<file path="src/rtl/apb_master.sv">
// APB requester: turns single-beat commands into APB SETUP/ACCESS transfers, with a wait-state watchdog.
// Latency: a zero-wait transfer responds 2 cycles after accept; the next command can be accepted in the response cycle.
// Backpressure: cmd_ready is high only in IDLE (no queueing); PREADY low stretches ACCESS until the watchdog aborts.
module apb_master #(
    parameter int ADDR_WIDTH     = 32,
    parameter int DATA_WIDTH     = 32,
    parameter int TIMEOUT_CYCLES = 16
) (
    input  logic                  PCLK,
    input  logic                  PRESET,
    input  logic                  cmd_valid,
    output logic                  cmd_ready,
    input  logic                  cmd_write,
    input  logic [ADDR_WIDTH-1:0] cmd_addr,
    input  logic [DATA_WIDTH-1:0] cmd_wdata,
    output logic                  rsp_valid,
    output logic [DATA_WIDTH-1:0] rsp_rdata,
    output logic                  rsp_err,
    output logic                  rsp_timeout,
    output logic                  busy,
    output logic                  PSEL,
    output logic                  PENABLE,
    output logic                  PWRITE,
    output logic [ADDR_WIDTH-1:0] PADDR,
    output logic [DATA_WIDTH-1:0] PWDATA,
    input  logic [DATA_WIDTH-1:0] PRDATA,
    input  logic                  PREADY,
    input  logic                  PSLVERR
);

    // Counter just wide enough to reach TIMEOUT_CYCLES; at least one bit when the watchdog is off.
    localparam int CW = (TIMEOUT_CYCLES < 1) ? 1 : $clog2(TIMEOUT_CYCLES + 1);
    localparam bit WDOG_EN = (TIMEOUT_CYCLES != 0);
    // Count value seen on the edge of the TIMEOUT_CYCLES-th consecutive low-PREADY cycle.
    localparam logic [CW-1:0] TO_LAST = WDOG_EN ? CW'(TIMEOUT_CYCLES - 1) : '0;

    typedef enum logic [1:0] {IDLE, SETUP, ACCESS} state_t;

    state_t                state, nxt_state;
    logic [CW-1:0]         wait_cnt, nxt_wait_cnt;
    logic                  nxt_psel, nxt_penable, nxt_pwrite;
    logic [ADDR_WIDTH-1:0] nxt_paddr;
    logic [DATA_WIDTH-1:0] nxt_pwdata;
    logic                  nxt_rsp_valid, nxt_rsp_err, nxt_rsp_timeout;
    logic [DATA_WIDTH-1:0] nxt_rsp_rdata;

    assign cmd_ready = (state == IDLE);
    assign busy      = (state != IDLE);

    // Next-state and next-output logic; every register holds unless a state says otherwise.
    always_comb begin
        nxt_state       = state;
        nxt_wait_cnt    = wait_cnt;
        nxt_psel        = PSEL;
        nxt_penable     = PENABLE;
        nxt_pwrite      = PWRITE;
        nxt_paddr       = PADDR;
        nxt_pwdata      = PWDATA;
        nxt_rsp_valid   = 1'b0;
        nxt_rsp_rdata   = rsp_rdata;
        nxt_rsp_err     = rsp_err;
        nxt_rsp_timeout = rsp_timeout;
        case (state)
            IDLE: begin
                if (cmd_valid) begin
                    nxt_paddr   = cmd_addr;
                    nxt_pwdata  = cmd_wdata;
                    nxt_pwrite  = cmd_write;
                    nxt_psel    = 1'b1;
                    nxt_penable = 1'b0;
                    nxt_state   = SETUP;
                end
            end
            SETUP: begin
                nxt_penable  = 1'b1;
                nxt_wait_cnt = '0;
                nxt_state    = ACCESS;
            end
            ACCESS: begin
                if (PREADY) begin
                    // PRDATA/PSLVERR only matter on the completing edge.
                    nxt_rsp_valid   = 1'b1;
                    nxt_rsp_rdata   = PWRITE ? '0 : PRDATA;
                    nxt_rsp_err     = PSLVERR;
                    nxt_rsp_timeout = 1'b0;
                    nxt_psel        = 1'b0;
                    nxt_penable     = 1'b0;
                    nxt_state       = IDLE;
                end else begin
                    if (wait_cnt != '1) begin
                        nxt_wait_cnt = wait_cnt + CW'(1);
                    end
                    if (WDOG_EN && (wait_cnt == TO_LAST)) begin
                        nxt_rsp_valid   = 1'b1;
                        nxt_rsp_rdata   = '0;
                        nxt_rsp_err     = 1'b1;
                        nxt_rsp_timeout = 1'b1;
                        nxt_psel        = 1'b0;
                        nxt_penable     = 1'b0;
                        nxt_state       = IDLE;
                    end
                end
            end
            default: begin
                nxt_psel    = 1'b0;
                nxt_penable = 1'b0;
                nxt_state   = IDLE;
            end
        endcase
    end

    // State and registered outputs; reset drops any transfer in flight without a response.
    always_ff @(posedge PCLK or posedge PRESET) begin
        if (PRESET) begin
            state       <= IDLE;
            wait_cnt    <= '0;
            PSEL        <= 1'b0;
            PENABLE     <= 1'b0;
            PWRITE      <= 1'b0;
            PADDR       <= '0;
            PWDATA      <= '0;
            rsp_valid   <= 1'b0;
            rsp_rdata   <= '0;
            rsp_err     <= 1'b0;
            rsp_timeout <= 1'b0;
        end else begin
            state       <= nxt_state;
            wait_cnt    <= nxt_wait_cnt;
            PSEL        <= nxt_psel;
            PENABLE     <= nxt_penable;
            PWRITE      <= nxt_pwrite;
            PADDR       <= nxt_paddr;
            PWDATA      <= nxt_pwdata;
            rsp_valid   <= nxt_rsp_valid;
            rsp_rdata   <= nxt_rsp_rdata;
            rsp_err     <= nxt_rsp_err;
            rsp_timeout <= nxt_rsp_timeout;
        end
    end

endmodule

</file>
<file path="config.mk">
export PLATFORM = sky130hd
export DESIGN_NAME = apb_master
export DESIGN_NICKNAME = d
export VERILOG_FILES = /design/src/rtl/apb_master.sv
export SDC_FILE = /design/constraint.sdc
export NUM_CORES = 1
export LEC_CHECK = 0
export BUFFER_PORTS_ARGS = -buffer_cell sky130_fd_sc_hd__clkbuf_2
export CAP_MARGIN = 30
export CELL_PAD_IN_SITES_DETAIL_PLACEMENT = 1
export CELL_PAD_IN_SITES_GLOBAL_PLACEMENT = 1
export CORE_MARGIN = 2
export CORE_UTILIZATION = 35
export CTS_BUF_LIST = sky130_fd_sc_hd__clkbuf_8
export CTS_CLUSTER_DIAMETER = 50
export CTS_CLUSTER_SIZE = 14
export DETAILED_ROUTE_END_ITERATION = 10
export GPL_TIMING_DRIVEN = 0
export PLACE_DENSITY = 0.81
export SYNTH_ARGS = -nofsm -noshare
export SYNTH_HDL_FRONTEND = slang
export SYNTH_SLANG_ARGS = --single-unit
</file>
<file path="constraint.sdc">
create_clock -name PCLK -period 3.69 [get_ports PCLK]
set_clock_uncertainty 0.05 [all_clocks]
set_input_delay 0.1845 -clock PCLK [delete_from_list [all_inputs] [get_ports PCLK]]
set_output_delay 0.1845 -clock PCLK [all_outputs]
set_load 0.01 [all_outputs]
</file>
==> run_results.csv <==
group,metric,value,unit
pwr,p_int,3.21,mW
grt,track_usage,0.223,
cts,cts_tree,"yes",
yosys,synth_top_area_share,0.628,
status,status,"finished, final reports clean",
grt,antenna_found_initial,2,
grt,grt_overflow,0,
setup_path,critical_path_arrival,2.30,ns
pwr,clockPowerShare,0.139,
yosys,netlist_instances,267,
detailed_routing,drc,0,
place,dp_cells,620,
detailed_routing,totalWireLength,14600,µm
final_layout,num-nets-final,686,
floorplanning,fp.dieH,115,µm
yosys,synth.avg_cell_area,16.1,µm²
sta,tightest_slew,0.713,ns
cts,clk_pin_slew,0.10,ns
sta,finalWorstSetupSlack,1.65,ns
cts,cts_inserted_buffers,9,
sta,finalSetupTns,0,ns
cts,insertion_delay,0.37,ns
grt,grt_pass1_vias,4107,
yosys,synth-xor-area-share,0.00204,
hold_path,hold_depth,2,
yosys,synthSimpleGateAreaFrac,0.0259,
setup_path,setup.worst_path.end_class,"flip-flop",
sta,period_minus_slack,2.04,ns
detailed_routing,vias,3547,
flow_run,drv_cap,0,
detailed_routing,drtIter0Drc,117,
yosys,yosys-top-cells-area,"dfrtp_1 63%, mux2_4 14%, a22o_1 6.9%, mux2_2 6.8%, buf_12 1.9%",
detailed_routing,wl_per_cell,19.8,µm
grt,grt_pass1_wl,22300,µm
setup_path,crit_type,"reg -> reg",
yosys,synthAdderAreaFrac,0.00872,
sta,hold_violations,0,
detailed_routing,dr.pass1.iters,4,
setup_path,cp.required,3.95,ns
setup_path,cp-startpoint,"wait_cnt[0]$_DFFE_PP0P_",
detailed_routing,via_per_inst,4.82,
sta,fin_crit_sh,0.552,
pwr,seqPwrFrac,0.416,
place,place_area,5540,µm²
yosys,synth.net_count,372,
setup_path,ff2ff_path_depth,6,
cts,cts_setup_buffers,0,
floorplanning,pin_count,206,
pwr,irDropWorstVdd,0.000276,V
place,place_ws,1.71,ns
yosys,synth_top_cell_by_area,"dfrtp_1",
setup_path,reg2reg_from,"wait_cnt[0]$_DFFE_PP0P_",
hold_path,hp-class,"in -> reg",
final_layout,syn2layout_area_growth,55.9,%
final_layout,stdcell_count,736,
place,io_buffers,205,
floorplanning,rows,40,
cts,cts_root_buf,"clkbuf_8",
floorplanning,start_util,0.358,
yosys,ys_seq_area_frac,0.628,
cts,cts_sinks,108,
yosys,ys_seq_elements,108,
floorplanning,die_w,115,µm
setup_path,worstPathMaxFanout,10,
sta,fmax,491,MHz
yosys,syn_area,4300,µm²
setup_path,cp-start-kind,"flip-flop",
yosys,yosysWarningCount,0,
final_layout,layout-drive-gt1-share,0.522,
yosys,synth_top_family_by_area,"multiplexers",
pwr,p_sw,1.85,mW
sta,report.final.slew_viol_count,0,
yosys,synth.area.mux_share,0.206,
floorplanning,coreArea,12000,µm²
hold_path,worstHoldStart,"PRDATA[3]",
detailed_routing,ant_nets,0,
yosys,synth-compound-area-share,0.0910,
pwr,leakage,3.41,nW
place,hpwl,8520,µm
floorplanning,die_area,13200,µm²
cts,htree_levels,3,
sta,relSlewSlack,0.525,
pwr,switching_share,0.366,
sta,rsz0062_at_grt,"false",
grt,grt_max_degree,56,
sta,setup_viol,0,
place,gp_congestion,0.718,
pwr,powerDensity,754,nW/µm²
cts,clock_path_buffers,2,
yosys,ys_types,31,
pwr,pwr-share-comb,0.446,
final_layout,postLayoutCellArea,6710,µm²
==> synth_stat cells <==
master and instances:
a21oi_1 5, a31oi_1 1, and2_4 1, inv_1 7, nor2_2 1, o21ai_0 3, a2bb2oi_1 1, o21ai_2 1
o22a_1 1, nand2_1 3, ha_1 3, o22ai_1 2, mux2_2 26, buf_2 9, and2b_1 1, nand4_1 1
mux2i_1 1, dfrtp_1 108, buf_6 1, and3_1 3, mux2_4 39, xnor2_1 1, o31a_1 1, buf_12 4
a22o_1 34, or3b_2 1, nand3b_1 1, nor2_1 3, nor2b_1 2, nand3_1 1, nor3b_1 1
==> final timing paths <==
path,end,slack (ns)
max,rsp_rdata[15]$_DFFE_PP0P_,1.65
min,rsp_rdata[3]$_DFFE_PP0P_,0.02
max reg2reg,rsp_rdata[15]$_DFFE_PP0P_,1.65
min reg2reg,PWDATA[0]$_DFFE_PP0P_,0.47
max in group asynchronous,PADDR[9]$_DFFE_PP0P_,2.47
min in group asynchronous,PWDATA[24]$_DFFE_PP0P_,0.39
==> critical path, cell delays in order (launching register included) <==
cell	delay, ns
dfrtp_1	0.44
ha_1	0.24
and3_1	0.21
ha_1	0.23
o21ai_2	0.29
buf_2	0.30
a22o_1	0.20
==> power by group through the flow <==
stage          combinational [mW]  sequential (mW)  clock, mW
2_1_floorplan                1.04             2.29          0
3_3_place_gp                 2.06             2.04          0
3_5_place_dp                 2.13             2.09          0
4_1_cts                      2.22             2.07      0.716
5_1_grt                      2.41             2.17      0.772
6_report                     2.25             2.10      0.702
==> registers in the layout (all words and copies together) (netlist names) <==
signal,flops
state,1
wait_cnt,5
PWDATA,32
PENABLE,1
PADDR,32
PSEL,1
rsp_timeout,1
rsp_err,1
PWRITE,1
rsp_valid,1
rsp_rdata,32
==> per-stage QoR <==
step	power, mW	hold slack (ns)	utilization
final	5.06	0.0202	0.558
after global placement	4.10	0.350	0.459
after CTS	5.01	0.00450	0.558
after global routing	5.35	0.0143	0.558
after detailed placement	4.22	0.287	0.461
after floorplan	3.32	0.220	-
==> logic make-up (layout without fill, tap and decap cells) <==
kind of cell	after synthesis	in the layout
compound gates	49	49
mux	66	66
simple gates	19	19
xor+xnor	1	1
flops	108	108
fa+ha+maj	3	3
other cells	0	3
buf+inv	21	340
==> metal layers <==
layer,track usage,vias to the layer above,routed length [µm]
met2,0.415,139,8030
met5,0,-,0
met4,0.112,0,512
met1,0.242,1771,5330
met3,0.0380,39,727
li1,-,1598,-
==> cell type report <==
class	instances	area (µm²)
Inverter	7	28.8
Clock inverter	6	48.8
Sequential cell	108	2700
Clock buffer	10	138
Multi-Input combinational cell	138	1440
Antenna cell	3	7.51
Timing Repair Buffer	303	2020
Buffer	14	136
Fill cell	1248	5300
Tap cell	147	184
==> placed cells by master, fill, tap and decap left out, types with 3 or more instances in the layout <==
master | netlist | layout
dfrtp_1 | 108 | 108
a21oi_1 | 5 | 5
nand2_1 | 3 | 3
inv_1 | 7 | 6
and3_1 | 3 | 3
a22o_1 | 34 | 34
ha_1 | 3 | 3
mux2_2 | 26 | 26
mux2_4 | 39 | 39
dlygate4sd3_1 | 0 | 97
nor2_1 | 3 | 3
buf_12 | 4 | 4
o21ai_0 | 3 | 3
clkbuf_8 | 0 | 10
clkbuf_2 | 0 | 205
diode_2 | 0 | 3
buf_2 | 9 | 9
==> what timing repair did <==
item	4_1_cts	5_1_grt
hold buffers	97	0
endpoints found under the hold margin	150	0
resized for setup	0	0
Note: power is estimated with default switching activity, not from simulation.
